### src/rtl/udp_pack_pkg.sv
// Shared types and constants for the UDP payload packer.
package udp_pack_pkg;

    typedef enum logic [1:0] {
        IDLE = 2'd0,
        FILL = 2'd1,
        SEND = 2'd2
    } state_e;

    localparam int unsigned PAYLOAD_BITS    = 960;
    localparam int unsigned MAX_BYTES_LIMIT = 120;
    localparam int unsigned CNT_W           = 7;
    localparam int unsigned IDLE_W          = 16;
    localparam int unsigned LEN_W           = 16;
    localparam int unsigned MSB_W           = 10;

    // Top bit of byte slot k; byte 0 lands in the payload MSB.
    function automatic logic [MSB_W-1:0] byte_msb(input logic [CNT_W-1:0] k);
        return MSB_W'(PAYLOAD_BITS - 1 - 8 * 32'(k));
    endfunction

endpackage

### src/rtl/pack_idle_timer.sv
// Loadable/clearable saturating counter with a terminal-count flag.
module pack_idle_timer
    import udp_pack_pkg::*;
#(
    parameter int unsigned     W        = IDLE_W,
    parameter logic [W-1:0]    TC_VALUE = '1
) (
    input  logic         clk,
    input  logic         rst_n,
    input  logic         clear_i,
    input  logic         load_i,
    input  logic [W-1:0] load_val_i,
    input  logic         inc_i,
    output logic         tc_c
);

    logic [W-1:0] count_q;
    logic [W-1:0] count_d;

    always_ff @(posedge clk or negedge rst_n) begin
        if (!rst_n) begin
            count_q <= '0;
        end else begin
            count_q <= count_d;
        end
    end

    // Clear wins over load; increment stops at all-ones.
    always_comb begin
        count_d = count_q;
        if (clear_i) begin
            count_d = '0;
        end else if (load_i) begin
            count_d = load_val_i;
        end else if (inc_i && (count_q != '1)) begin
            count_d = count_q + W'(1);
        end
    end

    assign tc_c = (count_q == TC_VALUE);

endmodule

### src/rtl/udp_payload_packer.sv
// Packs a byte stream MSB-first into one wide UDP payload word and holds it
// until the transmitter acknowledges; flushes on last, full, or idle timeout.
module udp_payload_packer
    import udp_pack_pkg::*;
#(
    parameter int unsigned DATA_W         = 961,
    parameter int unsigned MAX_BYTES      = 120,
    parameter int unsigned TIMEOUT_CYCLES = 50000
) (
    input  logic              clk,
    input  logic              rstn,
    input  logic              in_valid,
    input  logic [7:0]        in_data,
    input  logic              in_last,
    output logic              in_ready,
    output logic              udp_send_data_valid,
    input  logic              udp_send_data_ack,
    output logic [DATA_W-1:0] udp_send_data,
    output logic [15:0]       udp_send_data_length,
    output logic              busy,
    output logic              ack_spurious
);

    localparam logic              TIMEOUT_EN = (TIMEOUT_CYCLES != 0);
    localparam logic [IDLE_W-1:0] TC_VALUE   = TIMEOUT_EN ? IDLE_W'(TIMEOUT_CYCLES - 1) : '0;
    localparam logic [CNT_W-1:0]  MAX_CNT    = CNT_W'(MAX_BYTES);

    state_e                  state_q, state_d;
    logic [CNT_W-1:0]        cnt_q, cnt_d;
    logic [PAYLOAD_BITS-1:0] buf_q, buf_d;
    logic [LEN_W-1:0]        len_q, len_d;
    logic                    valid_q, valid_d;
    logic                    ready_q, ready_d;
    logic                    busy_q, busy_d;
    logic                    spur_q, spur_d;

    logic                    accept;
    logic                    idle_inc;
    logic                    idle_tc;
    logic                    timeout;
    logic [CNT_W-1:0]        cnt_inc;
    logic [MSB_W-1:0]        wr_msb;

    assign accept   = in_valid & ready_q;
    assign idle_inc = (state_q == FILL) & ~accept;
    assign timeout  = TIMEOUT_EN & idle_inc & idle_tc;
    assign cnt_inc  = cnt_q + CNT_W'(1);
    assign wr_msb   = byte_msb(cnt_q);

    pack_idle_timer #(
        .W        (IDLE_W),
        .TC_VALUE (TC_VALUE)
    ) u_idle_timer (
        .clk        (clk),
        .rst_n      (rstn),
        .clear_i    (accept | (state_q != FILL)),
        .load_i     (1'b0),
        .load_val_i ('0),
        .inc_i      (idle_inc),
        .tc_c       (idle_tc)
    );

    always_ff @(posedge clk or negedge rstn) begin
        if (!rstn) begin
            state_q <= IDLE;
        end else begin
            state_q <= state_d;
        end
    end

    always_ff @(posedge clk or negedge rstn) begin
        if (!rstn) begin
            cnt_q   <= '0;
            buf_q   <= '0;
            len_q   <= '0;
            valid_q <= 1'b0;
            ready_q <= 1'b0;
            busy_q  <= 1'b0;
            spur_q  <= 1'b0;
        end else begin
            cnt_q   <= cnt_d;
            buf_q   <= buf_d;
            len_q   <= len_d;
            valid_q <= valid_d;
            ready_q <= ready_d;
            busy_q  <= busy_d;
            spur_q  <= spur_d;
        end
    end

    // An ack outside SEND (including the FILL->SEND cycle) never moves the FSM.
    always_comb begin
        state_d = state_q;
        cnt_d   = cnt_q;
        buf_d   = buf_q;
        len_d   = len_q;
        spur_d  = spur_q | (udp_send_data_ack & (state_q != SEND));
        unique case (state_q)
            IDLE: begin
                if (accept) begin
                    buf_d[wr_msb -: 8] = in_data;
                    cnt_d              = CNT_W'(1);
                    if (in_last || (MAX_BYTES == 1)) begin
                        state_d = SEND;
                        len_d   = LEN_W'(1);
                    end else begin
                        state_d = FILL;
                    end
                end
            end
            FILL: begin
                if (accept) begin
                    buf_d[wr_msb -: 8] = in_data;
                    cnt_d              = cnt_inc;
                    if (in_last || (cnt_inc == MAX_CNT)) begin
                        state_d = SEND;
                        len_d   = LEN_W'(cnt_inc);
                    end
                end else if (timeout) begin
                    state_d = SEND;
                    len_d   = LEN_W'(cnt_q);
                end
            end
            SEND: begin
                if (udp_send_data_ack) begin
                    state_d = IDLE;
                    cnt_d   = '0;
                    buf_d   = '0;
                    len_d   = '0;
                end
            end
            default: begin
                state_d = IDLE;
            end
        endcase
        valid_d = (state_d == SEND);
        ready_d = (state_d != SEND);
        busy_d  = (state_d != IDLE);
    end

    assign in_ready             = ready_q;
    assign udp_send_data_valid  = valid_q;
    assign udp_send_data        = DATA_W'({1'b0, buf_q});
    assign udp_send_data_length = len_q;
    assign busy                 = busy_q;
    assign ack_spurious         = spur_q;

endmodule

### config.mk
export PLATFORM = sky130hd
export DESIGN_NAME = udp_payload_packer
export DESIGN_NICKNAME = d
export VERILOG_FILES = /design/src/rtl/udp_pack_pkg.sv /design/src/rtl/pack_idle_timer.sv /design/src/rtl/udp_payload_packer.sv
export SDC_FILE = /design/constraint.sdc
export NUM_CORES = 2
export LEC_CHECK = 0
export ABC_AREA = 1
export ABC_CLOCK_PERIOD_IN_PS = 3900
export BUFFER_PORTS_ARGS = -buffer_cell sky130_fd_sc_hd__buf_2
export CORE_AREA = 3 3 385 387
export DETAILED_ROUTE_END_ITERATION = 10
export DIE_AREA = 0 0 388 390
export SLEW_MARGIN = 10
export SYNTH_ARGS = -nofsm -noshare
export SYNTH_HDL_FRONTEND = slang
export SYNTH_HIERARCHICAL = 1
export SYNTH_SLANG_ARGS = --single-unit
### constraint.sdc
create_clock -name clk -period 3.9 [get_ports clk]
set_input_delay 0.78 -clock clk [delete_from_list [all_inputs] [get_ports clk]]
set_output_delay 0.78 -clock clk [all_outputs]
set_load 0.005 [all_outputs]
==> reports/metrics.cfg <==
[timing]
setup_viol = 0
timing.fmax_mhz = 283.0
period_share = 0.9062
slew_headroom = 0.2402
skew_ps = 47.20
setup_tns_ps = 0
finalWorstSetupSlack_ps = 365.9
rsz0062_at_grt = no
slew_viol_final = 0
hold_viol = 0
finalCriticalPeriod_ps = 3534
whs_ps = 156.4
worst_pin_slew_ps = 1133

[synthesis]
synthCells = 4380
ys_ff_latch = 996
synth_edf_count = 0
yosysSeqAreaShare = 0.6137
async_flop_share = 1.000
syn_avg_cell_area_um2 = 9.273
synth_area_um2 = 40610
ys.flop_type = dfrtp_1
ys_warn_count = 6
yosysUniqueCellTypes = 43

[floorplanning]
start_util = 0.2797
ios = 994
rows = 140
die_h_um = 390
die_w_um = 388
fp.coreArea_um2 = 145200
fp.dieArea_um2 = 151300

[placement]
port_buffers = 983
gp_congestion = 0.9350
place_area_um2 = 48180
hpwl_um = 157100
dp_worst_setup_slack_ps = 99.79

[finish]
regArea_um2 = 24930
drive_above_1_share = 0.2469
num-fill-cells = 15030
mostFrequentLayoutCells = 994 x dfrtp_1, 982 x buf_2, 961 x nand2_1
area_growth_pct = 27.74
multi_input_area_um2 = 14050
nNetsFinal = 5422
final_common_cell = dfrtp_1
stdcell_area_um2 = 51880

[worst_setup_path]
cp_max_fo = 12
critPathRequiredTime_ps = 4500
slowest_stage = nor3_1
start_kind = register
cp-end-kind = register
cp_slowest_stage_delay_ps = 570
cp.arrival_ps = 4130
critical_path_class = reg -> reg
cpMostUsedCell = inv_1
cp_cell_sequence = inv_1 > ha_1 > inv_1 > nor3_1 > nand2_1 > nor2_1 > inv_1 > a21oi_1 > inv_1 > nand2_1 > o21ai_0

[detailed_routing]
drtIter0Drc = 3398
routed_wl_um = 206700
antenna_left = 0
dr_total_vias = 38330
routed_via_density = 5.181
drc = 0
drtPass1Iterations = 8
wl_per_cell_um = 27.94

[global_routing]
track_usage = 0.2649
grt_pass1_wl_um = 289600
antenna_found_initial = 12
grt_max_degree = 98
overflow = 0
grt_pass1_vias = 37100

[clock_tree]
hold_buffers = 0
root_buffer = clkbuf_16
insertion_delay_ps = 760
cts.sinks = 996
numCtsBuffers = 110
cts_resized = 0
h-tree-depth = 3
cts_tree = built
clk_pin_slew_ps = 60
cts_buffer_depth = 3
post-cts-setup-buffers = 0

[job]
max_cap_viol_count = 0

[pwr]
powerDensity_nw_per_um2 = 508.1
max-vdd-ir-drop_v = 0.0004053
p_leak_nw = 25.34

[worst_hold_path]
hp-class = in -> async

[status]
status = finished clean

synth_stat cells, types with 7 or more instances:
| library cell | count | area, µm² |
|---|---|---|
| a21oi_1 | 33 | 165.2 |
| a21oi_2 | 7 | 61.31 |
| buf_1 | 21 | 78.83 |
| buf_2 | 87 | 435.4 |
| buf_4 | 22 | 165.2 |
| clkbuf_1 | 87 | 326.6 |
| dfrtp_1 | 996 | 24920 |
| ha_1 | 13 | 162.7 |
| inv_1 | 170 | 638.1 |
| inv_2 | 14 | 52.55 |
| nand2_1 | 961 | 3607 |
| nand2_2 | 12 | 75.07 |
| nand3_1 | 611 | 3058 |
| nand4_1 | 10 | 62.56 |
| nor2_1 | 198 | 743.2 |
| nor2_2 | 9 | 56.30 |
| nor2_4 | 8 | 90.09 |
| nor3_1 | 63 | 315.3 |
| o21ai_0 | 817 | 4089 |
| o21ai_1 | 139 | 695.7 |
| o22ai_1 | 7 | 43.79 |
| o31ai_1 | 48 | 360.4 |
layer usage:
layer | GRT usage | wire [µm]
met2 | 0.4188 | 94410
met4 | 0.09403 | 8024
met1 | 0.3520 | 86630
met3 | 0.06782 | 17590
met5 | 0 | 75
where the power goes:
group          internal (mW)  leakage [nW]  switching (mW)  total, mW
Combinational          0.848          9.64            4.30       5.15
Clock                   6.10          1.81            4.60       10.7
Sequential              10.4          13.9          0.0700       10.5
Total                   17.4          25.3            8.98       26.4
logic make-up after synthesis:
family                   synth area share
AO/OA/AOI/OAI                      0.1363
flip-flops                         0.6137
AND/OR/NAND/NOR                    0.2000
other                          0.00009233
XOR/XNOR                         0.001294
multiplexers                    0.0004929
buffers and inverters             0.04409
adder cells (fa/ha/maj)          0.004005
worst paths after layout:
| path | start | end | slack [ps] | cells past startpoint |
|---|---|---|---|---|
| min in group clk | udp_send_data_ack | ack_spurious | 380 | 2 |
| setup reg to reg | cnt_q[1] | buf_q[434] | 370 | 11 |
| hold / removal | rstn | buf_q[896] | 160 | 1 |
| setup / recovery | cnt_q[1] | buf_q[434] | 370 | 11 |
| hold reg to reg | buf_q[30] | buf_q[30] | 480 | 2 |
| max in group asynchronous | rstn | buf_q[351] | 2570 | 2 |
registers in the layout, indices dropped and copies added, names as in the netlist:
register              count
cnt_q                     7
ack_spurious              1
udp_send_data_length      7
udp_send_data_valid       1
busy                      1
buf_q                   960
in_ready                  1
state_q                   2
u_idle_timer/count_q     16
area by class of cell:
type,count,share of cell area
Timing Repair Buffer,1101,0.1172
Multi-Input combinational cell,2998,0.2708
Clock buffer,151,0.06104
Inverter,189,0.01396
Sequential cell,996,0.4805
Clock inverter,41,0.01003
Antenna cell,5,0.0002412
Tap cell,1917,0.04623
critical path, delay by kind of cell, from the launching register on:
kind	cells	cell delay (ps)
adder cells (fa/ha/maj)	1	280
flip-flops	1	370
buffers and inverters	4	1140
AND/OR/NAND/NOR	4	1020
AO/OA/AOI/OAI	2	580
stage by stage:
stage                     total power, mW  std cells  utilization
after floorplan                     13.40       4406            -
after CTS                           26.58       7393       0.3572
after global routing                27.30       7393       0.3572
final                               26.36       7398       0.3573
after detailed placement            15.84       7201       0.3318
after global placement              15.81       7201       0.3317
No activity file was read; power rests on OpenSTA's default activity.
